[src/rtl/spi_arb_pkg.sv]
// rtl/spi_arb_pkg.sv - shared types and constants for the SPI transaction arbiter
//
// Contents:
//   arb_state_t    : transaction FSM states (IDLE, START, WAIT, DONE)
//   SPI_BYTE_W     : width of one SPI transfer byte
//   SPI_ABORT_BYTE : byte returned to the requester when a transfer is aborted
package spi_arb_pkg;

    typedef enum logic [1:0] {
        ST_IDLE  = 2'd0,
        ST_START = 2'd1,
        ST_WAIT  = 2'd2,
        ST_DONE  = 2'd3
    } arb_state_t;

    localparam int SPI_BYTE_W = 8;

    localparam logic [SPI_BYTE_W-1:0] SPI_ABORT_BYTE = 8'hFF;

endpackage

[src/rtl/spi_rr_arbiter.sv]
// rtl/spi_rr_arbiter.sv - combinational round-robin winner select
//
// Ports:
//   req   [NUM_REQ-1:0] : active requests
//   ptr   [PW-1:0]      : index with highest priority this round
//   grant [NUM_REQ-1:0] : one-hot winner, zero when no request is active
module spi_rr_arbiter #(
    parameter int NUM_REQ = 4,
    parameter int PW      = $clog2(NUM_REQ)
) (
    input  logic [NUM_REQ-1:0] req,
    input  logic [PW-1:0]      ptr,
    output logic [NUM_REQ-1:0] grant
);

    logic found;

    // Two passes instead of a modulo rotation: first look from ptr upward,
    // then wrap around to the requesters below ptr.
    always_comb begin
        grant = '0;
        found = 1'b0;
        for (int j = 0; j < NUM_REQ; j++) begin
            if (!found && req[j] && (j >= int'(ptr))) begin
                grant[j] = 1'b1;
                found    = 1'b1;
            end
        end
        for (int j = 0; j < NUM_REQ; j++) begin
            if (!found && req[j] && (j < int'(ptr))) begin
                grant[j] = 1'b1;
                found    = 1'b1;
            end
        end
    end

endmodule

[src/rtl/spi_txn_arbiter.sv]
// rtl/spi_txn_arbiter.sv - round-robin arbiter sharing one SPI master among requesters
//
// Optional feature: define SPI_ARB_TIMEOUT_EN to abort a transfer after
// TIMEOUT_CYCLES cycles in WAIT without m_done (rx_byte=8'hFF, timeout_err=1).
//
// Ports:
//   clk, reset           : clock, asynchronous active-high reset
//   req, tx_byte         : per-requester request level and byte to send
//   gnt, done            : one-hot grant / completion pulses
//   rx_byte, timeout_err : received byte and abort flag, valid with done
//   busy                 : high whenever the FSM is not IDLE
//   m_start, m_tx_byte   : start pulse and byte towards the SPI master
//   m_cs_n               : per-slave active-low chip selects
//   m_done, m_rx_byte    : completion pulse and received byte from the SPI master
module spi_txn_arbiter
    import spi_arb_pkg::*;
#(
    parameter int NUM_REQ        = 4,
    parameter int TIMEOUT_CYCLES = 255
) (
    input  logic                          clk,
    input  logic                          reset,
    input  logic [NUM_REQ-1:0]            req,
    input  logic [SPI_BYTE_W*NUM_REQ-1:0] tx_byte,
    output logic [NUM_REQ-1:0]            gnt,
    output logic [NUM_REQ-1:0]            done,
    output logic [SPI_BYTE_W-1:0]         rx_byte,
    output logic                          timeout_err,
    output logic                          busy,
    output logic                          m_start,
    output logic [SPI_BYTE_W-1:0]         m_tx_byte,
    output logic [NUM_REQ-1:0]            m_cs_n,
    input  logic                          m_done,
    input  logic [SPI_BYTE_W-1:0]         m_rx_byte
);

    localparam int PW = $clog2(NUM_REQ);

    arb_state_t              state, state_next;
    logic [NUM_REQ-1:0]      win;
    logic [NUM_REQ-1:0]      owner;
    logic [PW-1:0]           ptr;
    logic [PW-1:0]           win_idx;
    logic [SPI_BYTE_W-1:0]   win_byte;
    logic [SPI_BYTE_W-1:0]   tx_q;
    logic [SPI_BYTE_W-1:0]   rx_q;
    logic                    wait_abort;

    spi_rr_arbiter #(
        .NUM_REQ (NUM_REQ),
        .PW      (PW)
    ) u_rr (
        .req     (req),
        .ptr     (ptr),
        .grant   (win)
    );

    always_comb begin
        win_idx  = '0;
        win_byte = '0;
        for (int j = 0; j < NUM_REQ; j++) begin
            if (win[j]) begin
                win_idx  = PW'(j);
                win_byte = tx_byte[j*SPI_BYTE_W +: SPI_BYTE_W];
            end
        end
    end

`ifdef SPI_ARB_TIMEOUT_EN
    logic [7:0] to_cnt;
    logic       abort_q;

    // m_done is checked first, so a completion arriving in the very cycle the
    // counter expires is treated as a normal transfer.
    assign wait_abort  = !m_done && ((to_cnt + 8'd1) == 8'(TIMEOUT_CYCLES));
    assign timeout_err = (state == ST_DONE) && abort_q;

    always_ff @(posedge clk or posedge reset) begin
        if (reset) begin
            to_cnt  <= '0;
            abort_q <= 1'b0;
        end else begin
            if (state == ST_START) begin
                to_cnt <= '0;
            end else if (state == ST_WAIT) begin
                to_cnt <= to_cnt + 8'd1;
                if (m_done) begin
                    abort_q <= 1'b0;
                end else if (wait_abort) begin
                    abort_q <= 1'b1;
                end
            end
        end
    end
`else
    logic unused_timeout_cfg;

    assign unused_timeout_cfg = ^8'(TIMEOUT_CYCLES);
    assign wait_abort         = 1'b0;
    assign timeout_err        = 1'b0;
`endif

    always_comb begin
        state_next = state;
        case (state)
            ST_IDLE:  if (|req) state_next = ST_START;
            ST_START: state_next = ST_WAIT;
            ST_WAIT:  if (m_done || wait_abort) state_next = ST_DONE;
            ST_DONE:  state_next = ST_IDLE;
            default:  state_next = ST_IDLE;
        endcase
    end

    always_ff @(posedge clk or posedge reset) begin
        if (reset) begin
            state <= ST_IDLE;
        end else begin
            state <= state_next;
        end
    end

    // Winner, byte and pointer are all latched on the IDLE decision edge so
    // later req/tx_byte changes cannot disturb the transfer in flight.
    always_ff @(posedge clk or posedge reset) begin
        if (reset) begin
            owner <= '0;
            ptr   <= '0;
            tx_q  <= '0;
            rx_q  <= '0;
        end else begin
            if ((state == ST_IDLE) && (|req)) begin
                owner <= win;
                tx_q  <= win_byte;
                ptr   <= (int'(win_idx) == NUM_REQ-1) ? '0 : win_idx + 1'b1;
            end
            if (state == ST_WAIT) begin
                if (m_done) begin
                    rx_q <= m_rx_byte;
                end else if (wait_abort) begin
                    rx_q <= SPI_ABORT_BYTE;
                end
            end
        end
    end

    assign busy      = (state != ST_IDLE);
    assign m_start   = (state == ST_START);
    assign gnt       = (state == ST_START) ? owner : '0;
    assign done      = (state == ST_DONE) ? owner : '0;
    assign m_cs_n    = ((state == ST_START) || (state == ST_WAIT)) ? ~owner : '1;
    assign m_tx_byte = tx_q;
    assign rx_byte   = rx_q;

endmodule

[config.mk]
export PLATFORM = sky130hd
export DESIGN_NAME = spi_txn_arbiter
export DESIGN_NICKNAME = d
export VERILOG_FILES = /design/src/rtl/spi_arb_pkg.sv /design/src/rtl/spi_rr_arbiter.sv /design/src/rtl/spi_txn_arbiter.sv
export SDC_FILE = /design/constraint.sdc
export NUM_CORES = 1
export LEC_CHECK = 0
export ABC_CLOCK_PERIOD_IN_PS = 3700
export CORE_UTILIZATION = 39
export CTS_CLUSTER_DIAMETER = 80
export DETAILED_ROUTE_END_ITERATION = 6
export GPL_ROUTABILITY_DRIVEN = 0
export PLACE_DENSITY = 0.92
export SETUP_SLACK_MARGIN = 0.05
export SLEW_MARGIN = 0
export SYNTH_ARGS = -nofsm -noshare
export SYNTH_HDL_FRONTEND = slang
export SYNTH_HIERARCHICAL = 1
export SYNTH_SLANG_ARGS = --single-unit
[constraint.sdc]
create_clock -name clk -period 3.7 [get_ports clk]
set_clock_uncertainty 0.1 [all_clocks]
set_input_delay 0.74 -clock clk [delete_from_list [all_inputs] [get_ports clk]]
set_output_delay 0.74 -clock clk [all_outputs]
set_load 0.005 [all_outputs]
==> results.yml <==
timing:
  fmax_ghz: 0.3518
  worst_pin_slew_ps: 907.5
  rsz0062_at_grt: "no"
  tns_ps: 0
  min_period_ps: 2842
  finalHoldViolations: 0
  slew_viol_final: 0
  slew_headroom: 0.3943
  setup_viol: 0
  period_share: 0.7682
yosys:
  yosys_warnings: 6
  synth_edf_count: 0
  synth_ff_type: "dfrtp_1"
  avgSynthCellArea_um2: 10.17
  netlist_top_cells_area: "dfrtp_1 (41%), mux2_2 (10%), o31ai_1 (5.1%)"
  synthDistinctLibCells: 28
  async_flop_share: 1.000
  synth_top_area_cell: "dfrtp_1"
  synth-seq-cells: 24
  yosysSeqAreaShare: 0.4103
  synthCells: 144
  synth_top_area_share: 0.4103
  synth_area_um2: 1464
  syn_nets: 195
detailed_routing:
  wl_per_cell_um: 13.54
  num_vias: 1351
  routed_via_density: 5.156
  dr.first_iter.drc_count: 57
  ant_nets: 0
  routed_wirelength_um: 3547
  firstDrtPassIters: 4
  drc: 0
cts:
  clkSlewWorstSetupHoldPaths_ps: 80
  insertion_delay_ps: 260
  cts_setup_buffers: 0
  cts_tree: "done"
  cts-root-buf: "clkbuf_8"
  clkSinkCount: 24
  cts_buffers: 3
  hold_buffers: 0
  cts_buffer_depth: 2
  cts_resized: 0
  cts_max_level: 1
floorplanning:
  die-area_um2: 4002
  core_area_um2: 3468
  die_width_um: 63.27
  die_h_um: 63.27
  ios: 78
  start_util: 0.4221
  rows: 21
worst_hold_path:
  holdPathEnd: "m_tx_byte[2]$_DFFE_PP0P_"
  min_path_cells: 2
  hp-start: "m_tx_byte[2]$_DFFE_PP0P_"
  hold_path_class: "reg -> reg"
setup_path:
  cp_cell_sequence: "clkdlybuf4s50_1, a21o_1, a21oi_1, o21a_1, nor3b_4, a211oi_1, o31ai_1"
  critPathLaunchType: "input pin"
  critPathTopFamily: "compound AO/OA/AOI/OAI gates"
  worst_r2r_endpoint: "m_tx_byte[3]$_DFFE_PP0P_"
  critical_path.slowest_cell: "clkdlybuf4s50_1"
  critPathMaxStageDelay_ps: 640
  critPathArrivalTime_ps: 2900
  r2r_start: "ptr[0]$_DFFE_PP0P_"
  worstPathMaxFanout: 20
  required_ps: 3760
  rr_worst_depth: 6
  path_class: "in -> reg"
  endpoint_kind: "flip-flop"
  r2r_slack_ps: 1510
  cp_num_buf_inv: 1
global_route:
  grt_pass1_vias: 1354
  grt_max_degree: 25
  overflow: 0
  antenna_found_initial: 0
  grt_first_pass_wirelength_um: 5871
  grt_use_total: 0.1817
cells_and_area:
  drive_gt1_frac: 0.09259
  fin_nets: 269
  diodes: 0
  area_growth_pct: 56.50
  post-route-cell-area_um2: 2291
  fillCellCount: 304
outcome:
  status: "finished clean"
place:
  placed_area_um2: 2250
  dp_hpwl_um: 2708
  place.port_buffers: 76
flow_run:
  cap_viol_max_count: 0
power:
  ir_worst_vdd_v: 0.0002974
  leakage_uw: 0.001019
  p_per_area_nw_per_um2: 631.7
[cell type report]
cell class | instances | area, µm² | share of cell area
Tap cell | 46 | 57.56 | 0.02512
Clock buffer | 3 | 41.29 | 0.01802
Inverter | 5 | 18.77 | 0.008192
Sequential cell | 24 | 600.6 | 0.2622
Multi-Input combinational cell | 107 | 804.5 | 0.3512
Timing Repair Buffer | 77 | 768.2 | 0.3353
[synthesized netlist by cell type (all sizes together) (5+ instances only)]
cell and n:
a211oi 8, a21o 9, and2 9, and3b 8, dfrtp 24, inv 5, mux2 13, nand2 16
nor2b 11, o31ai 10
[power by group]
part	switching (µW)	internal (µW)
Sequential	87.8	385
Clock	75.7	72.6
Combinational	328	499
Total	491	956
[logic make-up (layout without fill, tap and decap cells)]
logic type / count (synthesis) / in the layout / share of synthesized area
AO/OA/AOI/OAI: 38 / 38 / 0.2051
adder cells (fa/ha/maj): 4 / 4 / 0.03419
buffers and inverters: 13 / 85 / 0.04017
flip-flops: 24 / 24 / 0.4103
multiplexers: 13 / 13 / 0.1000
other: 1 / 1 / 0.002562
AND/OR/NAND/NOR: 51 / 51 / 0.2077
[routing by layer]
layer / GRT usage / routed length [µm] / up-vias / part of all wire
li1: - / - / 657 / -
met1: 0.2294 / 1534 / 637 / 0.43
met2: 0.3239 / 1792 / 53 / 0.51
met3: 0.03080 / 192 / 4 / 0.054
met4: 0.03693 / 27 / 0 / 0.0076
met5: 0 / 0 / - / 0
[layout by cell type, fill, tap and decap left out, types with 2 or more instances in the layout]
master            n
a211oi_1          8
a21o_1            9
a21oi_1           3
and2_1            9
and3b_1           8
clkbuf_8          3
clkdlybuf4s50_1  76
dfrtp_1          24
ha_1              4
inv_1             5
mux2_2           13
nand2_1          16
nor2_1            3
nor2b_1          11
o21a_1            2
o31ai_1          10
[through the flow]
stage          worst slack, ps  cells  power (µW)  hold slack (ps)    util
3_3_place_gp             690.0    259        1280            365.8  0.6486
6_report                 857.5    262        1447            380.3  0.6605
2_1_floorplan             1665    144       916.0            370.8       -
3_5_place_dp             603.2    259        1306            366.1  0.6486
5_1_grt                  694.9    262        1562            427.8  0.6605
4_1_cts                  848.4    262        1460            385.9  0.6605
[worst reg2reg max path: cells and delay by family, from the launching register on]
family | cells | cell delay [ps]
flip-flops | 1 | 490
AO/OA/AOI/OAI | 5 | 1040
AND/OR/NAND/NOR | 1 | 480
[flip-flops by register name, summed over array words and instances, names as in the netlist]
| signal | flops |
|---|---|
| ptr | 2 |
| m_tx_byte | 8 |
| state | 2 |
| owner | 4 |
| rx_byte | 8 |
[worst max-delay path by stage]
stage / startpoint / end / slack (ps) / depth (start not counted)
6_report: req[3] / m_tx_byte[3]$_DFFE_PP0P_ / 860 / 7
5_1_grt: req[3] / m_tx_byte[2]$_DFFE_PP0P_ / 690 / 7
4_1_cts: req[3] / m_tx_byte[3]$_DFFE_PP0P_ / 850 / 7
3_5_place_dp: req[3] / m_tx_byte[3]$_DFFE_PP0P_ / 600 / 7
3_3_place_gp: req[3] / m_tx_byte[3]$_DFFE_PP0P_ / 690 / 7
2_1_floorplan: req[2] / m_tx_byte[0]$_DFFE_PP0P_ / 1670 / 7
No activity file was read; power rests on OpenSTA's default activity.
